===== config.mk =====
export PLATFORM = sky130hd
export DESIGN_NAME = hazard_forward_ctrl
export DESIGN_NICKNAME = d
export VERILOG_FILES = /design/src/rtl/pipeline_pkg.sv /design/src/rtl/fwd_select.sv /design/src/rtl/hazard_forward_ctrl.sv
export SDC_FILE = /design/constraint.sdc
export NUM_CORES = 1
export LEC_CHECK = 0
export CAP_MARGIN = 20
export CORE_MARGIN = 1.5
export CORE_UTILIZATION = 30
export DETAILED_ROUTE_END_ITERATION = 16
export PLACE_DENSITY_LB_ADDON = 0.3
export SETUP_SLACK_MARGIN = 0.02
export SYNTH_ARGS = -nofsm -noshare
export SYNTH_HDL_FRONTEND = slang
export SYNTH_SLANG_ARGS = --single-unit

===== constraint.sdc =====
create_clock -name clk -period 2.3 [get_ports clk]
set_clock_uncertainty 0.15 [all_clocks]
set_input_delay 0.345 -clock clk [delete_from_list [all_inputs] [get_ports clk]]
set_output_delay 0.345 -clock clk [all_outputs]
set_load 0.05 [all_outputs]

===== src/rtl/pipeline_pkg.sv =====
// pipeline_pkg: shared types for the hazard/forwarding controller.
//   fwd_sel_e  - EX operand source select (regfile / WB / MEM)
//   hz_state_e - load-use stall FSM states
//   *_slot_t   - shadow copies of the EX, MEM and WB pipeline stages
package pipeline_pkg;

    localparam int REG_AW = 5;

    typedef enum logic [1:0] {
        FWD_RF  = 2'b00,
        FWD_WB  = 2'b01,
        FWD_MEM = 2'b10
    } fwd_sel_e;

    typedef enum logic {
        IDLE  = 1'b0,
        STALL = 1'b1
    } hz_state_e;

    typedef struct packed {
        logic [REG_AW-1:0] rd;
        logic [REG_AW-1:0] rs1;
        logic [REG_AW-1:0] rs2;
        logic              regwrite;
        logic              memread;
    } ex_slot_t;

    typedef struct packed {
        logic [REG_AW-1:0] rd;
        logic              regwrite;
        logic              memread;
    } mem_slot_t;

    typedef struct packed {
        logic [REG_AW-1:0] rd;
        logic              regwrite;
    } wb_slot_t;

endpackage


===== src/rtl/fwd_select.sv =====
// fwd_select: forwarding source choice for one EX operand.
//   i_rs           EX-stage source register of this operand
//   i_mem_*        destination / RegWrite / MemRead of the MEM-stage producer
//   i_wb_*         destination / RegWrite of the WB-stage producer
//   o_sel          FWD_MEM, FWD_WB or FWD_RF
module fwd_select
    import pipeline_pkg::*;
#(
    parameter int ADDR_WIDTH = REG_AW
) (
    input  logic [ADDR_WIDTH-1:0] i_rs,
    input  logic [ADDR_WIDTH-1:0] i_mem_rd,
    input  logic                  i_mem_regwrite,
    input  logic                  i_mem_memread,
    input  logic [ADDR_WIDTH-1:0] i_wb_rd,
    input  logic                  i_wb_regwrite,
    output fwd_sel_e              o_sel
);

    logic w_mem_hit;
    logic w_wb_hit;

    // A load in MEM has no data yet, so it is never a MEM-forward source.
    assign w_mem_hit = i_mem_regwrite && !i_mem_memread && i_mem_rd != '0 && i_mem_rd == i_rs;
    assign w_wb_hit  = i_wb_regwrite && i_wb_rd != '0 && i_wb_rd == i_rs;
    // The younger producer (MEM) wins over WB.
    assign o_sel     = w_mem_hit ? FWD_MEM : w_wb_hit ? FWD_WB : FWD_RF;

endmodule


===== src/rtl/hazard_forward_ctrl.sv =====
// hazard_forward_ctrl: load-use stall, redirect flush and EX forwarding control.
//   clk, rst                  pipeline clock, async active-high reset
//   id_*                      ID-stage fields as they enter ID/EX
//   ex_redirect               EX resolved a taken branch or jump
//   stall_if                  hold PC and IF/ID
//   flush_ifid / flush_idex   load a NOP into IF/ID / bubble into ID/EX
//   fwd_a / fwd_b             EX operand source: 00 regfile, 01 WB, 10 MEM
// ADDR_WIDTH must equal pipeline_pkg::REG_AW (shadow slot width).
// LOAD_STALL_CYCLES is legal in 1..7.
module hazard_forward_ctrl
    import pipeline_pkg::*;
#(
    parameter int ADDR_WIDTH        = REG_AW,
    parameter int LOAD_STALL_CYCLES = 1
) (
    input  logic                  clk,
    input  logic                  rst,
    input  logic                  id_valid,
    input  logic [ADDR_WIDTH-1:0] id_rs1,
    input  logic [ADDR_WIDTH-1:0] id_rs2,
    input  logic                  id_uses_rs1,
    input  logic                  id_uses_rs2,
    input  logic [ADDR_WIDTH-1:0] id_rd,
    input  logic                  id_regwrite,
    input  logic                  id_memread,
    input  logic                  ex_redirect,
    output logic                  stall_if,
    output logic                  flush_ifid,
    output logic                  flush_idex,
    output logic [1:0]            fwd_a,
    output logic [1:0]            fwd_b
);

    localparam logic [2:0] STALL_RELOAD = 3'(LOAD_STALL_CYCLES - 1);

    ex_slot_t  r_ex;
    mem_slot_t r_mem;
    wb_slot_t  r_wb;
    hz_state_e r_state;
    hz_state_e w_state_nxt;
    logic [2:0] r_cnt;
    logic [2:0] w_cnt_nxt;
    ex_slot_t  w_id_slot;
    logic      w_hz;
    logic      w_stall;
    logic      w_flush_ifid;
    logic      w_flush_idex;
    fwd_sel_e  w_fwd_a;
    fwd_sel_e  w_fwd_b;

    assign w_hz = id_valid && r_ex.memread && r_ex.rd != '0 &&
                  ((id_uses_rs1 && id_rs1 == r_ex.rd) || (id_uses_rs2 && id_rs2 == r_ex.rd));

    always_ff @(posedge clk or posedge rst) begin
        if (rst) begin
            r_state <= IDLE;
            r_cnt   <= '0;
        end else begin
            r_state <= w_state_nxt;
            r_cnt   <= w_cnt_nxt;
        end
    end

    // Redirect discards any pending stall; a hazard seen while stalling
    // does not reload the counter.
    always_comb begin
        w_state_nxt = r_state;
        w_cnt_nxt   = r_cnt;
        if (ex_redirect) begin
            w_state_nxt = IDLE;
            w_cnt_nxt   = '0;
        end else if (r_state == STALL) begin
            w_cnt_nxt = r_cnt - 3'd1;
            if (r_cnt == 3'd1)
                w_state_nxt = IDLE;
        end else if (w_hz && LOAD_STALL_CYCLES > 1) begin
            w_state_nxt = STALL;
            w_cnt_nxt   = STALL_RELOAD;
        end
    end

    always_comb begin
        w_flush_ifid = ex_redirect;
        w_stall      = !ex_redirect && (r_state == STALL || w_hz);
        w_flush_idex = ex_redirect || w_stall;
    end

    // Unused or invalid register fields are recorded as x0 so they never match.
    always_comb begin
        w_id_slot = '0;
        if (id_valid && !w_flush_idex)
            w_id_slot = '{rd:       id_rd,
                          rs1:      id_uses_rs1 ? id_rs1 : '0,
                          rs2:      id_uses_rs2 ? id_rs2 : '0,
                          regwrite: id_regwrite,
                          memread:  id_memread};
    end

    always_ff @(posedge clk or posedge rst) begin
        if (rst) begin
            r_ex  <= '0;
            r_mem <= '0;
            r_wb  <= '0;
        end else begin
            r_ex  <= w_id_slot;
            r_mem <= '{rd: r_ex.rd, regwrite: r_ex.regwrite, memread: r_ex.memread};
            r_wb  <= '{rd: r_mem.rd, regwrite: r_mem.regwrite};
        end
    end

    fwd_select #(.ADDR_WIDTH(ADDR_WIDTH)) u_fwd_a (
        .i_rs           (r_ex.rs1),
        .i_mem_rd       (r_mem.rd),
        .i_mem_regwrite (r_mem.regwrite),
        .i_mem_memread  (r_mem.memread),
        .i_wb_rd        (r_wb.rd),
        .i_wb_regwrite  (r_wb.regwrite),
        .o_sel          (w_fwd_a)
    );

    fwd_select #(.ADDR_WIDTH(ADDR_WIDTH)) u_fwd_b (
        .i_rs           (r_ex.rs2),
        .i_mem_rd       (r_mem.rd),
        .i_mem_regwrite (r_mem.regwrite),
        .i_mem_memread  (r_mem.memread),
        .i_wb_rd        (r_wb.rd),
        .i_wb_regwrite  (r_wb.regwrite),
        .o_sel          (w_fwd_b)
    );

    // Outputs are held low for the whole time reset is asserted.
    assign stall_if   = !rst && w_stall;
    assign flush_ifid = !rst && w_flush_ifid;
    assign flush_idex = !rst && w_flush_idex;
    assign fwd_a      = rst ? FWD_RF : w_fwd_a;
    assign fwd_b      = rst ? FWD_RF : w_fwd_b;

endmodule

# After elaboration in Yosys (flattened, before gate mapping)
# Index checks and enable logic that the tools add are counted.
[classes]
add_sub_neg = 1
multipliers = 0
n_div = 0
order_cmp = 0
eq_ne = 7
shifts = 0
n_mux = 14
n_bitwise = 0
reduce_logical = 28
[ops]
columns = ["cell", "count"]
rows = [
  ["$eq A5 B5 Y1", 6],
  ["$logic_and A1 B1 Y1", 17],
  ["$mux W17", 1],
  ["$reduce_bool A5 Y1", 3],
  ["$mux W5", 2],
  ["$mux W2", 4],
  ["$mux W3", 2],
  ["$mux W1", 5],
  ["$logic_not A1 Y1", 4],
  ["$eq A3 B1 Y1 const B", 1],
  ["$logic_or A1 B1 Y1", 3],
  ["$sub A3 B1 Y3 const B", 1],
  ["$reduce_bool A2 Y1", 1],
]
[totals]
regBits = 34
latch_bits = 0
ramBits = 0
rom_bits = 0
in_bits = 23
output_inout_bits = 7
word_cells = 62
n_memories = 0

# Depth between registers and ports, before layout
# Gate-level depths: netlist (run 1).
[logic_depth]
ltp_word = 10
depth_mapped = 5
depth_no_buf = 5

# Hierarchy
# Synthesis (run 1) repeated with hierarchy kept, for this count alone.
[hier_totals]
cells_unflattened = 166
area_unflattened_um2 = 1785.5
[modules_own_cells]
columns = ["mod", "n_inst", "cells_per_inst", "area_per_inst_um2", "seq_area_each_um2"]
rows = [
  ["hazard_forward_ctrl", 1, 122, 1447.6, 850.8],
  ["fwd_select", 2, 22, 168.9, 0.0],
]

# Worst setup path after synthesis (run 1)
# Ideal clock, no wire load.
[synth_path]
kind = "input to output"
from = "input port rst"
to = "output port fwd_b[0]"
arrival_time_ps = 3322
required_time_ps = 1805
path_slack_ps = -1517
cell_stages = 4
n_path_buf = 0
cell_sequence = "inv_1 > o211ai_1 > or4_1 > nor4_1"
[synth_between]
elab_chain_cells = 1
[synth_rtl]
columns = ["element", "line", "rtl"]
rows = [
  ["start: declaration", "hazard_forward_ctrl.sv:17", "input logic rst,"],
  ["$mux W2", "hazard_forward_ctrl.sv:136", "assign fwd_b = rst ? FWD_RF : w_fwd_b;"],
  ["end: declaration", "hazard_forward_ctrl.sv:31", "output logic [1:0] fwd_b"],
]
# No other way between the ends.

# Worst setup path in the final report (run 1)
[layout_path]
from = "register r_mem[3] in the netlist's numbering"
to = "output port fwd_b[0]"
[layout_between]
elab_chain_cells = 5
elab_cells_between_ends = 6
cone_classes = "1 x eq/ne; 2 x mux; 3 x reduce/logical"
[layout_rtl]
columns = ["element", "line", "rtl"]
rows = [
  ["start: declaration", "hazard_forward_ctrl.sv:37", "mem_slot_t r_mem;"],
  ["start signal: assignment", "hazard_forward_ctrl.sv:106", "r_mem <= '{rd: r_ex.rd, regwrite: r_ex.regwrite, memread: r_ex.memread};"],
  ["$reduce_bool A5 Y1", "fwd_select.sv:24", "assign w_mem_hit = i_mem_regwrite && !i_mem_memread && i_mem_rd != '0 && i_mem_rd == i_rs;"],
  ["$logic_and A1 B1 Y1", "fwd_select.sv:24", ""],
  ["$logic_and A1 B1 Y1 (*)", "fwd_select.sv:24", ""],
  ["$mux W2 (*)", "fwd_select.sv:27", "assign o_sel = w_mem_hit ? FWD_MEM : w_wb_hit ? FWD_WB : FWD_RF;"],
  ["$mux W2 (*)", "hazard_forward_ctrl.sv:136", ""],
]
# Mark *: on every way between the ends. The rest lies on a longest branch, timed or not.

==> results of run 1 <==
logic make-up (layout without fill, tap and decap cells):
group / Yosys count / in the layout / synth area share (%)
compound gates: 26 / 26 / 16.99
xor+xnor: 32 / 32 / 16.40
fa+ha+maj: 2 / 2 / 1.464
buf+inv: 15 / 68 / 3.953
flops: 34 / 34 / 49.78
simple gates: 37 / 37 / 11.42
power by group through the flow:
stage	clock (W)	combinational, W	sequential (W)
after detailed placement	0	0.000185	0.000644
after global routing	0.000447	0.000221	0.000635
final	0.000408	0.000204	0.000633
after CTS	0.000417	0.000201	0.000633
after floorplan	0	0.0000930	0.000641
after global placement	0	0.000183	0.000644
area by class of cell:
class | count | share of cell area (%)
clock inverter | 2 | 0.4030
timing repair buffer | 51 | 20.40
clock buffer | 5 | 2.771
sequential | 34 | 34.26
inverter | 10 | 1.662
multi-input combinational | 97 | 36.88
tap | 72 | 3.627
timing repair:
action / 4_1_cts / 5_1_grt
endpoints found under the setup margin: 6 / 7
setup buffers: 2 / 4
resized for setup: 17 / 2
pin swaps: 9 / 5
sequential cells by signal, summed over array words and instances (netlist names):
| signal | cells |
|---|---|
| r_ex | 17 |
| r_mem | 7 |
| r_wb | 6 |
| r_cnt | 3 |
| r_state | 1 |
cell usage in the layout, fill, tap and decap left out, types with 3 or more instances in the layout:
master and count:
sky130_fd_sc_hd__xnor2_1 18, sky130_fd_sc_hd__nor2b_1 3, sky130_fd_sc_hd__or4_4 3, sky130_fd_sc_hd__xor2_1 13
sky130_fd_sc_hd__clkbuf_8 5, sky130_fd_sc_hd__clkdlybuf4s50_1 21, sky130_fd_sc_hd__inv_1 9, sky130_fd_sc_hd__buf_4 22
sky130_fd_sc_hd__buf_12 5, sky130_fd_sc_hd__nand2_1 13, sky130_fd_sc_hd__nor2_1 4, sky130_fd_sc_hd__dfrtp_1 34
sky130_fd_sc_hd__a2111oi_2 8, sky130_fd_sc_hd__nor4_4 3, sky130_fd_sc_hd__a2111oi_0 8
routing by layer:
layer | wire length [um] | vias to the layer above | track usage [%]
li1 | - | 628 | -
met1 | 1645 | 604 | 17.21
met2 | 1824 | 37 | 21.22
met3 | 177 | 9 | 3.488
met4 | 85 | 0 | 5.000
met5 | 0 | - | 0
per-stage QoR:
stage | cell area, um2 | std cells | util [%] | TNS [ns]
floorplan | 1747 | 146 | - | -0.2632
global placement | 2262 | 258 | 41.08 | -0.2416
detailed placement | 2262 | 258 | 41.08 | -0.2572
CTS | 2442 | 267 | 44.35 | -0.2801
global route | 2484 | 271 | 45.10 | -0.4030
finish | 2484 | 271 | 45.10 | -0.1746
critical path, stage by stage, from the launching register on:
cell                      delay [ns]
sky130_fd_sc_hd__dfrtp_1        0.37
sky130_fd_sc_hd__or4_4          0.55
sky130_fd_sc_hd__o21ai_4        0.20
sky130_fd_sc_hd__nor4_4         0.07
sky130_fd_sc_hd__nor4_4         0.26
sky130_fd_sc_hd__buf_12         0.18
path summary, 6_finish.rpt:
check / endpoint / cells after the start
hold reg to reg: r_mem[1] / 0
hold / removal: r_state / 3
max in group asynchronous: r_mem[3] / 4
min in group clk: r_mem[1] / 0
setup reg to reg: r_ex[2] / 4
setup / recovery: fwd_b[0] / 5
==> metrics, run 1 <==
part of the power in registers 50.8%; Total Power 0.001245 W; quantity of hold-fixing buffers added after cts 0; layout cells sized above 1 30.15%; transition time of the tightest slew-check pin 0.5146 ns; total routing resource utilization after global routing 13.29%; residual DRC count 0; CP arrival 1.91 ns; gate count after technology mapping 146; pin count of the biggest net entering global routing 28; Max-cap violations 0; register area share after synthesis 49.78%; distinct cell type count of the synthesized netlist 32; most repeated cell in the gate-level netlist after synthesis sky130_fd_sc_hd__dfrtp_1; area growth from synthesis to layout 45.31%; net switching component of the power 0.0003190 W; type of the tightest min-delay check primary input to asynchronous set/reset pin; Setup Slack @ Placement -0.1464 ns; combined area of all synthesized cells 1709 um2; Clock Path Buffers 2; power per cell area 501.1 nW/um2; number of flops mapped to enable cells by yosys 0; Buffers on Ports 29; Multi-input gate area 915.9 um2; Die W 78.48 um; worst setup path startpoint r_mem[3]; unrepaired setup endpoints after global routing yes; area share of the largest cell type after synthesis 49.78%; detailed-routing iteration count for the pre-antenna-repair pass 4; Avg WL per Cell 13.77 um; Routed Wire Length 3.732 mm; result of the run complete, but fails checks; number of clock sinks 34; HPWL Detailed 2.840 mm; cell at the root of the clock tree sky130_fd_sc_hd__clkbuf_8; switching share of power 25.63%; number of buffers created by CTS 5; Clock H-tree levels 2; latest clock arrival within the worst-skew pair 0.28 ns; Synth area leader sky130_fd_sc_hd__dfrtp_1; required time reported for the critical path endpoint 1.80 ns; endpoints failing setup 3; shortest period the worst path allows 2.409 ns; detail-routed via count per cell 4.716; violations in the final reports negative setup slack; average cell area after synthesis 11.71 um2; peak supply drop 338.6 uV; part of the power in the clock network 32.8%; tightest slew margin relative to the limit 64.80%; Primary FF master, synth sky130_fd_sc_hd__dfrtp_1; total via count in the routed design 1278; internal power 0.0009256 W; number of antenna violations at the first check in global routing 0; start of the worst register-to-register path r_ex[13]; TritonCTS clock tree yes; worst-case setup margin in the final layout -0.1088 ns; number of DRC markers in iteration 0 48; number of diodes added for antenna fixing 0; critical-path maximum fanout 2; total area of sequential cells 850.8 um2; clock-pin slew on the worst setup and hold paths 0.07 ns; critical path capture point type primary output; post-route antenna net violation count 0; combinational share of power 16.4%; reported leakage power 1.072 nW; number of max-slew violations in the final report 0; global-route wire length before repair 6.306 mm; ranking of synthesized cells by area sky130_fd_sc_hd__dfrtp_1 50%, sky130_fd_sc_hd__xnor2_1 9.7%, sky130_fd_sc_hd__xor2_1 6.7%; total gr overflow 0; start-to-end type of the worst setup path register to primary output; core footprint 5507 um2; Hold Vio Cnt, Final 0; slack of the worst reg-to-reg path 0.13 ns; I/O pins 30; Syn. warnings 0; vertical die dimension 78.48 um; filler instances 521; highest achievable clock rate 0.4151 GHz; Net count, final 224; number of placement rows 27; Setup crit start kind register; Synth Register Bits 34; vias in the first global route 1309; Tcrit/Tclk final 104.7%; list of most frequent post-synthesis cells 34 x sky130_fd_sc_hd__dfrtp_1, 19 x sky130_fd_sc_hd__xnor2_1, 13 x sky130_fd_sc_hd__nand2_1, 13 x sky130_fd_sc_hd__xor2_1, 10 x sky130_fd_sc_hd__inv_1; routability congestion estimate from global placement 0.7723; Final Hold Slack 0.1977 ns; area enclosed by the die boundary 6159 um2; effective utilization at floorplan 31.04%; ys async rst share 100.0%; Post-Synthesis Net Count 171
(Power assumes the default switching activity.)
==> run 2: changes to the inputs <==
--- a/config.mk
+++ b/config.mk
@@ -8,9 +8,11 @@
 export CAP_MARGIN = 20
 export CORE_MARGIN = 1.5
 export CORE_UTILIZATION = 30
+export CTS_BUF_LIST = sky130_fd_sc_hd__clkbuf_16
 export DETAILED_ROUTE_END_ITERATION = 16
 export PLACE_DENSITY_LB_ADDON = 0.3
 export SETUP_SLACK_MARGIN = 0.02
+export SLEW_MARGIN = 15
 export SYNTH_ARGS = -nofsm -noshare
 export SYNTH_HDL_FRONTEND = slang
 export SYNTH_SLANG_ARGS = --single-unit
==> run 2 against run 1 <==
The run still ends with negative setup slack left; die area stayed put; cell count is 1.5% lower; sequential power hardly changed; critical path type unchanged; highest routed layer unchanged.
==> metrics, run 2 (same netlist as run 1, synthesis figures left out) <==
result of the run complete, but fails checks; violations in the final reports negative setup slack; register ranked first by flip-flop count r_ex; post-route antenna net violation count 0; critical path capture point type primary output; start of the worst register-to-register path r_ex[13]; Clock H-tree levels 2; highest achievable clock rate 0.4152 GHz; count of cells along the worst register-to-register path 5; layout cells sized above 1 28.72%; Setup Slack @ Placement -0.1464 ns; Total Power 0.001449 W; number of buffers created by CTS 5; required time reported for the critical path endpoint 1.80 ns; I/O pins 30; pin count of the biggest net entering global routing 28; number of diodes added for antenna fixing 0; endpoints failing setup 3; start-to-end type of the worst setup path register to primary output; cell at the root of the clock tree sky130_fd_sc_hd__clkbuf_16; type of the tightest min-delay check register to register; detailed-routing iteration count for the pre-antenna-repair pass 4; routability congestion estimate from global placement 0.7723; reported leakage power 1.075 nW; transition time of the tightest slew-check pin 0.4470 ns; number of DRC markers in iteration 0 44; global-route wire length before repair 6.354 mm; leading cell types in the layout, fill and taps excluded 34 x sky130_fd_sc_hd__dfrtp_1, 21 x sky130_fd_sc_hd__clkdlybuf4s50_1, 18 x sky130_fd_sc_hd__xnor2_1, 18 x sky130_fd_sc_hd__buf_4; latest clock arrival within the worst-skew pair 0.27 ns; tightest slew margin relative to the limit 70.20%; area growth from synthesis to layout 46.49%; residual DRC count 0; CP arrival 1.91 ns; number of antenna violations at the first check in global routing 0; critical-path maximum fanout 2; total negative slack for setup checks -0.2348 ns; worst-case setup margin in the final layout -0.1087 ns; Die W 78.48 um; core footprint 5507 um2; area enclosed by the die boundary 6159 um2; max reg flops 17; vertical die dimension 78.48 um; cell-by-cell trace of the critical path or4_4, o21ai_4, nor4_4, nor4_4, buf_12; detail-routed via count per cell 4.719; HPWL Detailed 2.840 mm; TritonCTS clock tree yes; Net count, final 220; vias in the first global route 1314; unrepaired setup endpoints after global routing yes; clock-pin slew on the worst setup and hold paths 0.05 ns; Setup crit start kind register; capturing element of the worst setup path fwd_b[0]; peak supply drop 410.7 uV; number of max-slew violations in the final report 0; cell with the most instances on the worst path sky130_fd_sc_hd__nor4_4; Buffers on Ports 29; total via count in the routed design 1260; Clock Path Buffers 2; total routing resource utilization after global routing 13.45%; worst setup path startpoint r_mem[4]; Routed Wire Length 3.718 mm; Hold Vio Cnt, Final 0; Max-cap violations 0; leading registers by flop count r_ex: 17 flops, r_mem: 7 flops, r_wb: 6 flops; effective utilization at floorplan 31.04%; slack of the worst reg-to-reg path 0.12 ns; number of clock sinks 34; most common library cell in the layout ignoring fill and taps sky130_fd_sc_hd__dfrtp_1; cell with the largest stage delay on the worst path sky130_fd_sc_hd__or4_4; Tcrit/Tclk final 104.7%; shortest period the worst path allows 2.409 ns; total gr overflow 0; number of placement rows 27; reg-to-reg endpoint r_ex[4]; largest stage delay on the critical path 0.55 ns; power per cell area 578.6 nW/um2; Avg WL per Cell 13.93 um
[run 2: cell types whose count changed in the layout (fill, tap and decap cells not counted), sizes merged]
cell	before	now
buf	29	25
[run 2: layout make-up]
| type | count | area (um2) |
|---|---|---|
| sequential | 34 | 850.8 |
| timing repair buffer | 47 | 476.7 |
| fill | 517 | 3003 |
| clock inverter | 2 | 10.01 |
| tap | 72 | 90.09 |
| multi-input combinational | 97 | 909.6 |
| inverter | 10 | 41.29 |
| clock buffer | 5 | 125.1 |
[run 2: worst min path at each step]
stage	start	to	slack, ns	cells after the start
3_3_place_gp	r_ex[1]	r_mem[1]	0.18	0
3_5_place_dp	r_ex[1]	r_mem[1]	0.19	0
6_report	r_ex[1]	r_mem[1]	0.20	0
2_1_floorplan	rst	r_cnt[0]	0.15	1
5_1_grt	r_ex[1]	r_mem[1]	0.20	0
4_1_cts	r_ex[1]	r_mem[1]	0.20	0
[run 2: metal layers]
layer | track usage, % | vias to the layer above | wire length, um
met4 | 5.000 | 0 | 60
met5 | 0 | - | 0
li1 | - | 620 | -
met1 | 16.97 | 600 | 1649
met3 | 2.907 | 8 | 151
met2 | 22.52 | 32 | 1856
[run 2: critical path: cells and delay by family (launching register included)]
family,cells,cell delay (ns)
simple gates,3,0.87
flops,1,0.38
compound gates,1,0.21
buf+inv,1,0.18
[run 2: through the flow]
step / util, % / cell area [um2] / hold slack (ns) / cells
final: 45.47 / 2504 / 0.1991 / 267
after global routing: 45.47 / 2504 / 0.2041 / 267
after detailed placement: 41.08 / 2262 / 0.1909 / 258
after CTS: 45.13 / 2485 / 0.2026 / 267
after global placement: 41.08 / 2262 / 0.1828 / 258
after floorplan: - / 1747 / 0.1538 / 146
[run 2: timing repair]
action | in CTS | in global routing
setup buffers | 2 | 0
cloned | 0 | 0
pin swaps | 9 | 2
hold buffers | 0 | 0
endpoints found under the setup margin | 6 | 10
resized for setup | 14 | 6
hold endpoints to repair | 0 | 0
[run 2: where the power goes]
part           switching (W)  total, W  internal [W]
Combinational      0.0000942  0.000198      0.000104
Clock               0.000227  0.000616      0.000390
Sequential         0.0000172  0.000634      0.000617
Total               0.000338   0.00145       0.00111
